==> config.mk <==
export PLATFORM = sky130hd
export DESIGN_NAME = conv33_window_gen
export DESIGN_NICKNAME = d
export VERILOG_FILES = /design/src/rtl/conv33_pkg.sv /design/src/rtl/conv33_line_buffer.sv /design/src/rtl/conv33_window_gen.sv
export SDC_FILE = /design/constraint.sdc
export NUM_CORES = 1
export LEC_CHECK = 0
export ABC_AREA = 1
export CAP_MARGIN = 20
export CORE_MARGIN = 3
export CORE_UTILIZATION = 35
export DETAILED_ROUTE_END_ITERATION = 12
export REMOVE_ABC_BUFFERS = 1
export SKIP_LAST_GASP = 1
export SLEW_MARGIN = 40
export SYNTH_ARGS = -nofsm -noshare
export SYNTH_HDL_FRONTEND = slang
export SYNTH_SLANG_ARGS = --single-unit
==> constraint.sdc <==
create_clock -name clk -period 3.6 [get_ports clk]
set_clock_uncertainty 0.2 [all_clocks]
set_input_delay 0.54 -clock clk [delete_from_list [all_inputs] [get_ports clk]]
set_output_delay 0.54 -clock clk [all_outputs]
set_load 0.05 [all_outputs]
==> src/rtl/conv33_pkg.sv <==
// Shared constants and window index mapping for the 3x3 convolution window path.
// Window index k = row*3 + col; row 0 is the oldest line, col 2 the newest column.
package conv33_pkg;
   localparam int PIX_W    = 8;
   localparam int WIN_N    = 9;
   localparam int WIN_DIM  = 3;
   localparam int WIN_TL   = 0;
   localparam int WIN_TR   = 2;
   localparam int WIN_BR   = 8;

   typedef logic [PIX_W-1:0] pix_t;

   function automatic int win_idx(input int r, input int c);
      return r * WIN_DIM + c;
   endfunction
endpackage

==> src/rtl/conv33_line_buffer.sv <==
// One image row of delay: an enable-gated shift register, DEPTH pixels long.
// Contents are intentionally not reset; stale data never reaches a valid window.
module conv33_line_buffer
   import conv33_pkg::*;
#(
   parameter int DEPTH = 8
) (
   input  logic             clk,
   input  logic             en_i,
   input  logic [PIX_W-1:0] din_i,
   output logic [PIX_W-1:0] dout_o
);
   pix_t mem_q [DEPTH];

   always_ff @(posedge clk) begin
      if (en_i) begin
         mem_q[0] <= din_i;
         for (int i = 1; i < DEPTH; i++) begin
            mem_q[i] <= mem_q[i-1];
         end
      end
   end

   assign dout_o = mem_q[DEPTH-1];
endmodule

==> src/rtl/conv33_window_gen.sv <==
// Raster-scan 3x3 window generator: two line buffers plus a shifting 3x3 register
// window, emitting only fully-inside windows through a single output register.
module conv33_window_gen
   import conv33_pkg::*;
#(
   parameter int IMG_W = 8,
   parameter int IMG_H = 8
) (
   input  logic             clk,
   input  logic             rst_n,
   input  logic             in_valid,
   input  logic [PIX_W-1:0] in_pixel,
   output logic             in_ready,
   output logic [PIX_W-1:0] win_0,
   output logic [PIX_W-1:0] win_1,
   output logic [PIX_W-1:0] win_2,
   output logic [PIX_W-1:0] win_3,
   output logic [PIX_W-1:0] win_4,
   output logic [PIX_W-1:0] win_5,
   output logic [PIX_W-1:0] win_6,
   output logic [PIX_W-1:0] win_7,
   output logic [PIX_W-1:0] win_8,
   output logic             out_valid,
   input  logic             out_ready,
   output logic             out_last
);
   localparam int CW = $clog2(IMG_W);
   localparam int RW = $clog2(IMG_H);

   logic [CW-1:0] col_q, col_d;
   logic [RW-1:0] row_q, row_d;
   logic          out_valid_q, out_valid_d;
   logic          out_last_q, out_last_d;
   logic          accept;
   logic          col_end, row_end;
   pix_t          lb1_out, lb2_out;
   pix_t          col_src [WIN_DIM];
   pix_t          win_q [WIN_N];
   pix_t          win_d [WIN_N];

   assign in_ready = !out_valid_q || out_ready;
   assign accept   = in_valid && in_ready;
   assign col_end  = (col_q == CW'(IMG_W-1));
   assign row_end  = (row_q == RW'(IMG_H-1));

   conv33_line_buffer #(.DEPTH(IMG_W)) u_line1 (
      .clk    (clk),
      .en_i   (accept),
      .din_i  (in_pixel),
      .dout_o (lb1_out)
   );

   conv33_line_buffer #(.DEPTH(IMG_W)) u_line2 (
      .clk    (clk),
      .en_i   (accept),
      .din_i  (lb1_out),
      .dout_o (lb2_out)
   );

   // New right-hand column: oldest line on top, incoming pixel at the bottom.
   assign col_src[0] = lb2_out;
   assign col_src[1] = lb1_out;
   assign col_src[2] = in_pixel;

   for (genvar gi = 0; gi < WIN_DIM; gi++) begin : g_row
      for (genvar gj = 0; gj < WIN_DIM; gj++) begin : g_col
         if (gj < WIN_DIM-1) begin : g_shift
            assign win_d[win_idx(gi, gj)] = accept ? win_q[win_idx(gi, gj+1)]
                                                   : win_q[win_idx(gi, gj)];
         end else begin : g_load
            assign win_d[win_idx(gi, gj)] = accept ? col_src[gi]
                                                   : win_q[win_idx(gi, gj)];
         end
      end
   end

   always_comb begin
      col_d       = col_q;
      row_d       = row_q;
      out_valid_d = out_valid_q;
      out_last_d  = out_last_q;
      if (accept) begin
         // Windows exist only once two earlier rows and columns are in place.
         out_valid_d = (row_q >= RW'(2)) && (col_q >= CW'(2));
         out_last_d  = row_end && col_end;
         if (col_end) begin
            col_d = '0;
            row_d = row_end ? '0 : row_q + 1'b1;
         end else begin
            col_d = col_q + 1'b1;
         end
      end else if (out_ready) begin
         out_valid_d = 1'b0;
         out_last_d  = 1'b0;
      end
   end

   always_ff @(posedge clk or negedge rst_n) begin
      if (!rst_n) begin
         col_q       <= '0;
         row_q       <= '0;
         out_valid_q <= 1'b0;
         out_last_q  <= 1'b0;
         for (int i = 0; i < WIN_N; i++) begin
            win_q[i] <= '0;
         end
      end else begin
         col_q       <= col_d;
         row_q       <= row_d;
         out_valid_q <= out_valid_d;
         out_last_q  <= out_last_d;
         for (int i = 0; i < WIN_N; i++) begin
            win_q[i] <= win_d[i];
         end
      end
   end

   assign out_valid = out_valid_q;
   assign out_last  = out_last_q;
   assign win_0 = win_q[WIN_TL];
   assign win_1 = win_q[1];
   assign win_2 = win_q[WIN_TR];
   assign win_3 = win_q[3];
   assign win_4 = win_q[4];
   assign win_5 = win_q[5];
   assign win_6 = win_q[6];
   assign win_7 = win_q[7];
   assign win_8 = win_q[WIN_BR];
endmodule

* After elaboration in Yosys (flattened, before gate mapping)
Memory sizes are Yosys's and may differ from the RTL's. A register that Yosys moved wholly into a read port is not among the register bits. Cells that the tools add are included.
Word-level totals: register bits after elaboration 72, RAM bits 128, input port bits 12, output and inout port bits 75, word-level logic and storage cells 35, memories kept 2
Memories:
- u_line1.mem_q | depth 8, width 8, read ports 8, clocked after memory_dff 0, wr ports 8, RTL line conv33_line_buffer.sv:13 | pix_t mem_q [DEPTH];
- u_line2.mem_q | depth 8, width 8, read ports 8, clocked after memory_dff 1, wr ports 8, RTL line conv33_line_buffer.sv:13
Operators by class: add/subtract/negate cells 2, $lt $le $gt $ge 2, equality and inequality tests 2, multiplexer cells 7, reduce and logical (&&, ||, !) cells 8
Operators by type and width (number):
- 3-bit by 1-bit adder with 3-bit output (second input constant) | 2
- 3-bit equality test (second input constant) | 2
- 3-bit by 2-bit >= comparator with 1-bit output (second input constant) | 2
- 3-bit two-way mux | 2
- 1-bit two-way mux | 5
- 1-bit logical AND | 3
- 1-bit logical NOT | 2
- 2-bit AND reduction | 1
- 2-bit nonzero test | 1
- 1-bit logical OR | 1

* Longest topological paths before layout
Gate-level depths: netlist of the first run.
depth in word-level cells 5, mapped depth 8

* Modules after synthesis
A second synthesis of the first run with hierarchy kept.
Unflattened totals: cell total of the unflattened synthesis 497, area total of the unflattened synthesis 7139.3 µm²
By module, submodules not included:
- conv33_line_buffer | instances 2, cells each 72, area an instance 1981.9 µm², seq. area each 1921.8 µm²
- conv33_window_gen | instances 1, cells each 353, area an instance 3175.5 µm², seq. area each 2001.9 µm²

* Least setup slack after synthesis of the first run
Ideal clock, no wire load.
path type reg2reg, from register out_valid_q (netlist: out_valid), to memory u_line1.mem_q[0][0] (netlist bit) (enable), data arrival time 2.619 ns, required time 2.967 ns, setup slack 0.349 ns, stages on the path, launching flop included 5, buffers on the path 1, period minus slack after synthesis 3.251 ns, cell sequence dfrtp_1 nand2_4 nand2_4 inv_2 buf_2
RTL lines:
- start, declared | RTL line conv33_window_gen.sv:32 | logic out_valid_q, out_valid_d;
- start signal, assigned | RTL line conv33_window_gen.sv:110 | out_valid_q <= out_valid_d;
- end, declared | RTL line conv33_line_buffer.sv:13

* Final worst setup path of the first run
from input port out_ready, to output port in_ready
Between the ends: cells in the longest elaborated chain, start to end 1
Ends and longest elaborated chain:
- start, declared | RTL line conv33_window_gen.sv:24 | input logic out_ready,
- 1-bit logical OR | RTL line conv33_window_gen.sv:41 | assign in_ready = !out_valid_q || out_ready;
- end, declared | RTL line conv33_window_gen.sv:13 | output logic in_ready,
No other way between the ends.

==> impl_metrics.csv, run 1 <==
group,metric,value,unit
setup_path,path_common_cell,"clkdlybuf4s50_1",
synthesis,synth_top_family_by_area,"simple AND/OR/NAND/NOR gates",
drt,drc,0,
synthesis,synth_top_area_share,54.93,%
drt,routedWlPerCell,13.18,µm
setup_path,cp_cell_sequence,"clkdlybuf4s50_1 -> inv_2 -> nand2_4 -> clkdlybuf4s50_1",
final_layout,multiInputGateArea,1022,µm²
setup_path,crit_path_max_incr_delay,810,ps
sta,fmax,0.3687,GHz
die,fp.dieArea,21730,µm²
drt,via_per_inst,4.316,
power_and_ir_drop,pwr-share-comb,26.8,%
drt,wl,11330,µm
final_layout,final_cell_area,8862,µm²
hold_path,min_from,"u_line1.mem_q[1][2]",
drt,vias,3712,
clocking,cts_tree,"yes",
setup_path,critPathSlowestCell,"clkdlybuf4s50_1",
synthesis,yosys_register_bits,208,
final_layout,drive_gt1_share,6.723,%
final_layout,diodes,0,
clocking,cts_root_buffer,"clkbuf_16",
clocking,cts_buffers,22,
synthesis,synth.most_common_cell,"nand2_1",
synthesis,synth_compound_area_share,0.1430,%
synthesis,yosys_warnings,0,
sta,final.period_utilization,75.34,%
die,die_w,147.4,µm
sta,hold_ws,211.7,ps
synthesis,synth_top_area_cell,"edfxtp_1",
synthesis,ys_async_sr_fraction,38.46,%
synthesis,ys_types,16,
final_layout,fin_nets,596,
global_route,grt.total_usage,10.30,%
setup_path,crit_start,"out_ready",
job,maxCapViolations,0,
final_layout,syn2layout_area_growth,26.64,%
clocking,clock-sinks,208,
synthesis,synth.area.top_cells,"edfxtp_1 (55%), dfrtp_1 (29%), nand2_1 (12%), buf_6 (0.97%), ha_1 (0.89%)",
setup_path,start_kind,"input pin",
clocking,clock_latency,500,ps
synthesis,ys_top_cells_by_count,"nand2_1 (231), edfxtp_1 (128), dfrtp_1 (80), buf_6 (6)",
placement,io_buffer_count,86,
global_route,grt_first_pass_wirelength,18710,µm
setup_path,cp_max_fo,8,
final_layout,register_area,5846,µm²
clocking,cts_buffer_depth,3,
setup_path,crit_arrival,1970,ps
power_and_ir_drop,sw_frac_of_total,33.65,%
synthesis,avgSynthCellArea,14.58,µm²
power_and_ir_drop,p_sw,2.570,mW
drt,ant_nets,0,
synthesis,synth_edf_count,128,
setup_path,worstPathRequired,2860,ps
final_layout,fill_cells,1763,
die,ioPinCount,87,
synthesis,synth_xor_area_share,0,%
synthesis,ys_seq_area_share,83.53,%
drt,drt_pass1_iterations,4,
clocking,htreeDepth,1,
sta,relSlewSlack,55.23,%
die,rows,51,
placement,placed_cell_area,8139,µm²
power_and_ir_drop,p_leak,3.723,nW
run_status,outcome,"finished clean",
setup_path,worstReg2RegStart,"out_valid",
synthesis,synth-main-ff-cell,"edfxtp_1",
sta,rsz0062_at_grt,"false",
power_and_ir_drop,ir_drop,410.2,µV
synthesis,syn_area,6998,µm²
global_route,grt_start_max_net_pins,89,
die,initial_core_util,35.84,%
sta,tightest_slew,671.6,ps
die,die_y,147.4,µm
placement,gp_congestion,0.6859,
sta,hold_viol,0,
synthesis,syn_inst,480,
power_and_ir_drop,p_int,5.067,mW
placement,dp_hpwl,6333,µm
sta,period_needed,2712,ps
synthesis,synthAdderAreaFrac,0.8940,%
sta,drv_slew,0,
hold_path,min_path_type,"reg2reg",
global_route,grt_overflow,0,
global_route,antenna_found_initial,0,
synthesis,synthSimpleGateAreaFrac,13.57,%
power_and_ir_drop,clockPowerShare,28.6,%
drt,drt_iter0_drc,230,
global_route,first_global_vias,3754,
power_and_ir_drop,pwr_density_cell,861.7,nW/µm²
setup_path,end_kind,"output pin",
sta,setup_viol,0,
power_and_ir_drop,seq_power_share,44.7,%
synthesis,synth.mux.area_fraction,0,%
die,core,19530,µm²
setup_path,worst-setup-path-type,"in2out",
clocking,clk_pin_slew,60,ps
area by class of cell:
| cell class | instances | share of cell area [%] |
|---|---|---|
| repair buffers | 91 | 10.53 |
| multi-input cells | 252 | 11.53 |
| inverters | 4 | 0.2541 |
| clock inverters | 9 | 1.158 |
| flip-flops and latches | 208 | 65.96 |
| clock buffers | 31 | 6.819 |
| well taps | 265 | 3.741 |
state kept, by name (all words and copies together) (netlist names), 8 cells and up:
signal and flops:
win_8 8, win_4 8, u_line2.mem_q 64, win_7 8, win_5 8, win_6 8, win_2 8, u_line1.mem_q 64
win_3 8, win_0 8, win_1 8
path summary, 6_finish.rpt:
| kind | cells after the start | slack (ps) | end |
|---|---|---|---|
| hold / removal | 0 | 210 | u_line1.mem_q[1][10] |
| max in group asynchronous | 2 | 2270 | win_6[3] |
| min in group asynchronous | 2 | 460 | col_q[1] |
| setup reg to reg | 4 | 1660 | u_line2.mem_q[4][3] |
| hold reg to reg | 0 | 210 | u_line1.mem_q[1][10] |
| setup / recovery | 4 | 890 | in_ready |
critical path, delay by kind of cell:
kind,cells,cell delay [ps]
buffers and inverters,3,1330
and+or+nand+nor,1,100
kinds of logic (layout without fill, tap and decap cells):
family | Yosys count | in the layout
adder cells (fa/ha/maj) | 5 | 5
AO/OA/AOI/OAI | 2 | 2
AND/OR/NAND/NOR | 245 | 245
flip-flops | 208 | 208
buffers and inverters | 20 | 135
per-layer routing:
metal | vias up | routed length (µm) | track usage [%]
met5 | - | 0 | 0
met2 | 104 | 4956 | 15.65
met4 | 0 | 250 | 3.308
met3 | 22 | 738 | 3.066
li1 | 1797 | - | -
met1 | 1789 | 5388 | 14.43
cells in the final DEF, fill, tap and decap left out:
| cell | count |
|---|---|
| dlygate4sd3_1 | 1 |
| o21ai_0 | 2 |
| dfrtp_1 | 80 |
| buf_6 | 1 |
| clkinv_8 | 1 |
| nand4_1 | 4 |
| inv_2 | 1 |
| clkbuf_8 | 3 |
| bufinv_16 | 2 |
| buf_12 | 2 |
| nand2_4 | 2 |
| buf_4 | 1 |
| edfxtp_1 | 128 |
| clkbuf_1 | 7 |
| nor2_1 | 5 |
| inv_1 | 2 |
| clkdlybuf4s50_1 | 85 |
| nand2_1 | 231 |
| clkinv_1 | 3 |
| clkinv_2 | 3 |
| or2_2 | 1 |
| ha_1 | 5 |
| clkbuf_16 | 22 |
| nand3_1 | 2 |
| inv_8 | 1 |
stage by stage:
stage	worst slack, ps	cells	total power [mW]	utilization, %	setup TNS (ps)
after floorplan	-333.0	464	4.749	-	-54940
after global placement	891.9	819	5.451	41.66	0
after detailed placement	887.9	819	5.523	41.68	0
after CTS	881.2	860	7.764	45.35	0
after global routing	859.8	860	8.013	45.39	0
final	887.8	860	7.637	45.39	0
power groups by stage:
stage	Combinational, mW	Clock, mW	Sequential, mW
floorplan	0.435	0	4.31
CTS	2.07	2.27	3.42
finish	2.04	2.18	3.41
detailed placement	2.07	0	3.46
global placement	2.02	0	3.43
global route	2.18	2.36	3.48
timing repair:
action,in CTS,in global routing
setup buffers,0,0
gates resized for setup,0,0
endpoints found under the hold margin,80,0
hold buffers,1,0
Note: power is estimated with default switching activity, not from simulation.
==> inputs of run 2 (changes only) <==
clock period = 2.4 ns   (was 3.6 ns; I/O delays follow)
==> run 2 against run 1 <==
Combinational power is 53% higher. Critical path depth down 3. Clock power is 50% higher. Sequential cell count did not move. Utilization rose by 0.40 points. Final area up 0.89%. Count of clock-buffer cells in the layout stayed put. Cell count rose by 0.35%. Sequential power grew 50%. Routed wire length is 3.1% higher. Critical path type is now reg2out. Largest cell class unchanged. Highest routed layer unchanged.
==> impl_metrics.csv, run 2 (same netlist as run 1, synthesis figures left out) <==
group,metric,value,unit
drt,ant_nets,0,
placement,placed_cell_area,8218,µm²
clocking,post_cts_resized,0,
clocking,clock_latency,480,ps
global_route,grt_start_max_net_pins,79,
final_layout,layout_commonest_cell,"nand2_1",
global_route,grt_overflow,0,
setup_path,start_kind,"register",
sta,final.period_utilization,94.74,%
setup_path,path_buf_inv,1,
final_layout,final_cell_area,8941,µm²
clocking,cts_buffer_depth,3,
power_and_ir_drop,power,11.52,mW
power_and_ir_drop,p_leak,3.765,nW
final_layout,fin_util,45.79,%
setup_path,cp_cell_sequence,"clkdlybuf4s50_1",
clocking,clock-sinks,208,
die,ioPinCount,87,
final_layout,syn2layout_area_growth,27.77,%
die,die_w,147.4,µm
drt,via_per_inst,4.359,
sta,tightest_slew,553.0,ps
final_layout,top_regs,"u_line1.mem_q x64, u_line2.mem_q x64",
final_layout,mostFrequentLayoutCells,"nand2_1 (231), edfxtp_1 (128), clkdlybuf4s50_1 (84)",
final_layout,drive_gt1_share,7.692,%
setup_path,end_kind,"output pin",
drt,drc,0,
setup_path,critPathSlowestCell,"clkdlybuf4s50_1",
drt,wl_met2,4956,µm
run_status,outcome,"finished clean",
global_route,grt.total_usage,10.72,%
clocking,cts_buffers,22,
setup_path,worstReg2RegStart,"out_valid",
drt,routed.top_layer,"met4",
sta,relSlewSlack,63.02,%
sta,drv_slew,0,
power_and_ir_drop,pwr_density_cell,1288,nW/µm²
sta,hold_viol,0,
die,fp.dieArea,21730,µm²
setup_path,worst-setup-path-type,"reg2out",
final_layout,diodes,0,
setup_path,cp_max_fo,3,
drt,vias,3762,
hold_path,min_path_type,"in2async",
drt,drt_pass1_iterations,4,
job,maxCapViolations,0,
setup_path,crit_arrival,1710,ps
setup_path,crit_path_max_incr_delay,840,ps
final_layout,fin_nets,599,
placement,gp_congestion,0.7260,
sta,rsz0062_at_grt,"false",
clocking,clk_pin_slew,60,ps
die,die_y,147.4,µm
die,core,19530,µm²
clocking,htreeDepth,1,
sta,fmax,0.4398,GHz
setup_path,r2r-end,"u_line1.mem_q[0][20]",
drt,wl_met1,5742,µm
clocking,postCtsSetupBuffers,0,
setup_path,worstPathRequired,1840,ps
placement,dp_hpwl,6820,µm
clocking,cts_root_buffer,"clkbuf_16",
setup_path,crit_family,"buffers and inverters",
drt,drt_iter0_drc,270,
setup_path,rr_worst_depth,4,
drt,wl_met3,800,µm
setup_path,ff2ff_setup_slack,810,ps
sta,setup_viol,0,
power_and_ir_drop,ir_drop,734.9,µV
die,rows,51,
global_route,first_global_vias,3832,
global_route,antenna_found_initial,0,
die,initial_core_util,35.84,%
drt,routedWlPerCell,13.54,µm
drt,wl,11690,µm
global_route,grt_first_pass_wirelength,19510,µm
clocking,cts_tree,"yes",
placement,io_buffer_count,86,
sta,period_needed,2274,ps
## run 2: report_power, final
part           total (mW)  internal (mW)  switching [mW]
clock                3.27           2.01            1.26
combinational        3.12          0.962            2.16
sequential           5.13           4.71           0.426
## run 2: metal layers
metal | track usage [%] | vias to the layer above
met1 | 15.44 | 1830
li1 | - | 1805
met3 | 3.280 | 18
met2 | 15.97 | 109
met4 | 2.982 | 0
met5 | 0 | -
## run 2: layout make-up
cell class              instances  area [µm²]
fillers                      1751       10590
multi-input cells             252        1022
clock inverters                 9       97.59
flip-flops and latches        208        5846
inverters                       4       22.52
clock buffers                  31       615.6
well taps                     265       331.6
repair buffers                 94        1006
## run 2: through the flow
stage / setup TNS [ps] / cells / setup slack, ps / hold WS [ps]
finish: 0 / 863 / 126.2 / 205.0
global route: 0 / 863 / 50.23 / 217.8
CTS: 0 / 863 / 66.80 / 213.7
detailed placement: 0 / 822 / 322.6 / 177.9
global placement: 0 / 822 / 366.1 / 150.6
floorplan: -297340 / 464 / -1533 / -135.6
## run 2: timing repair
action	CTS	global route
hold buffers	1	0
endpoints found under the setup margin	0	0
endpoints found under the hold margin	35	0
## run 2: worst max-delay path by stage
stage	slack, ps	cells after the start	endpoint	from
after floorplan	-1530	3	u_line1.mem_q[0][0]	out_valid
after global placement	370	6	u_line1.mem_q[0][12]	out_ready
after detailed placement	320	4	u_line1.mem_q[0][5]	in_valid
after CTS	70	1	win_5[7]	win_5[7]
after global routing	50	1	win_4[6]	win_4[6]
final	130	1	win_5[7]	win_5[7]
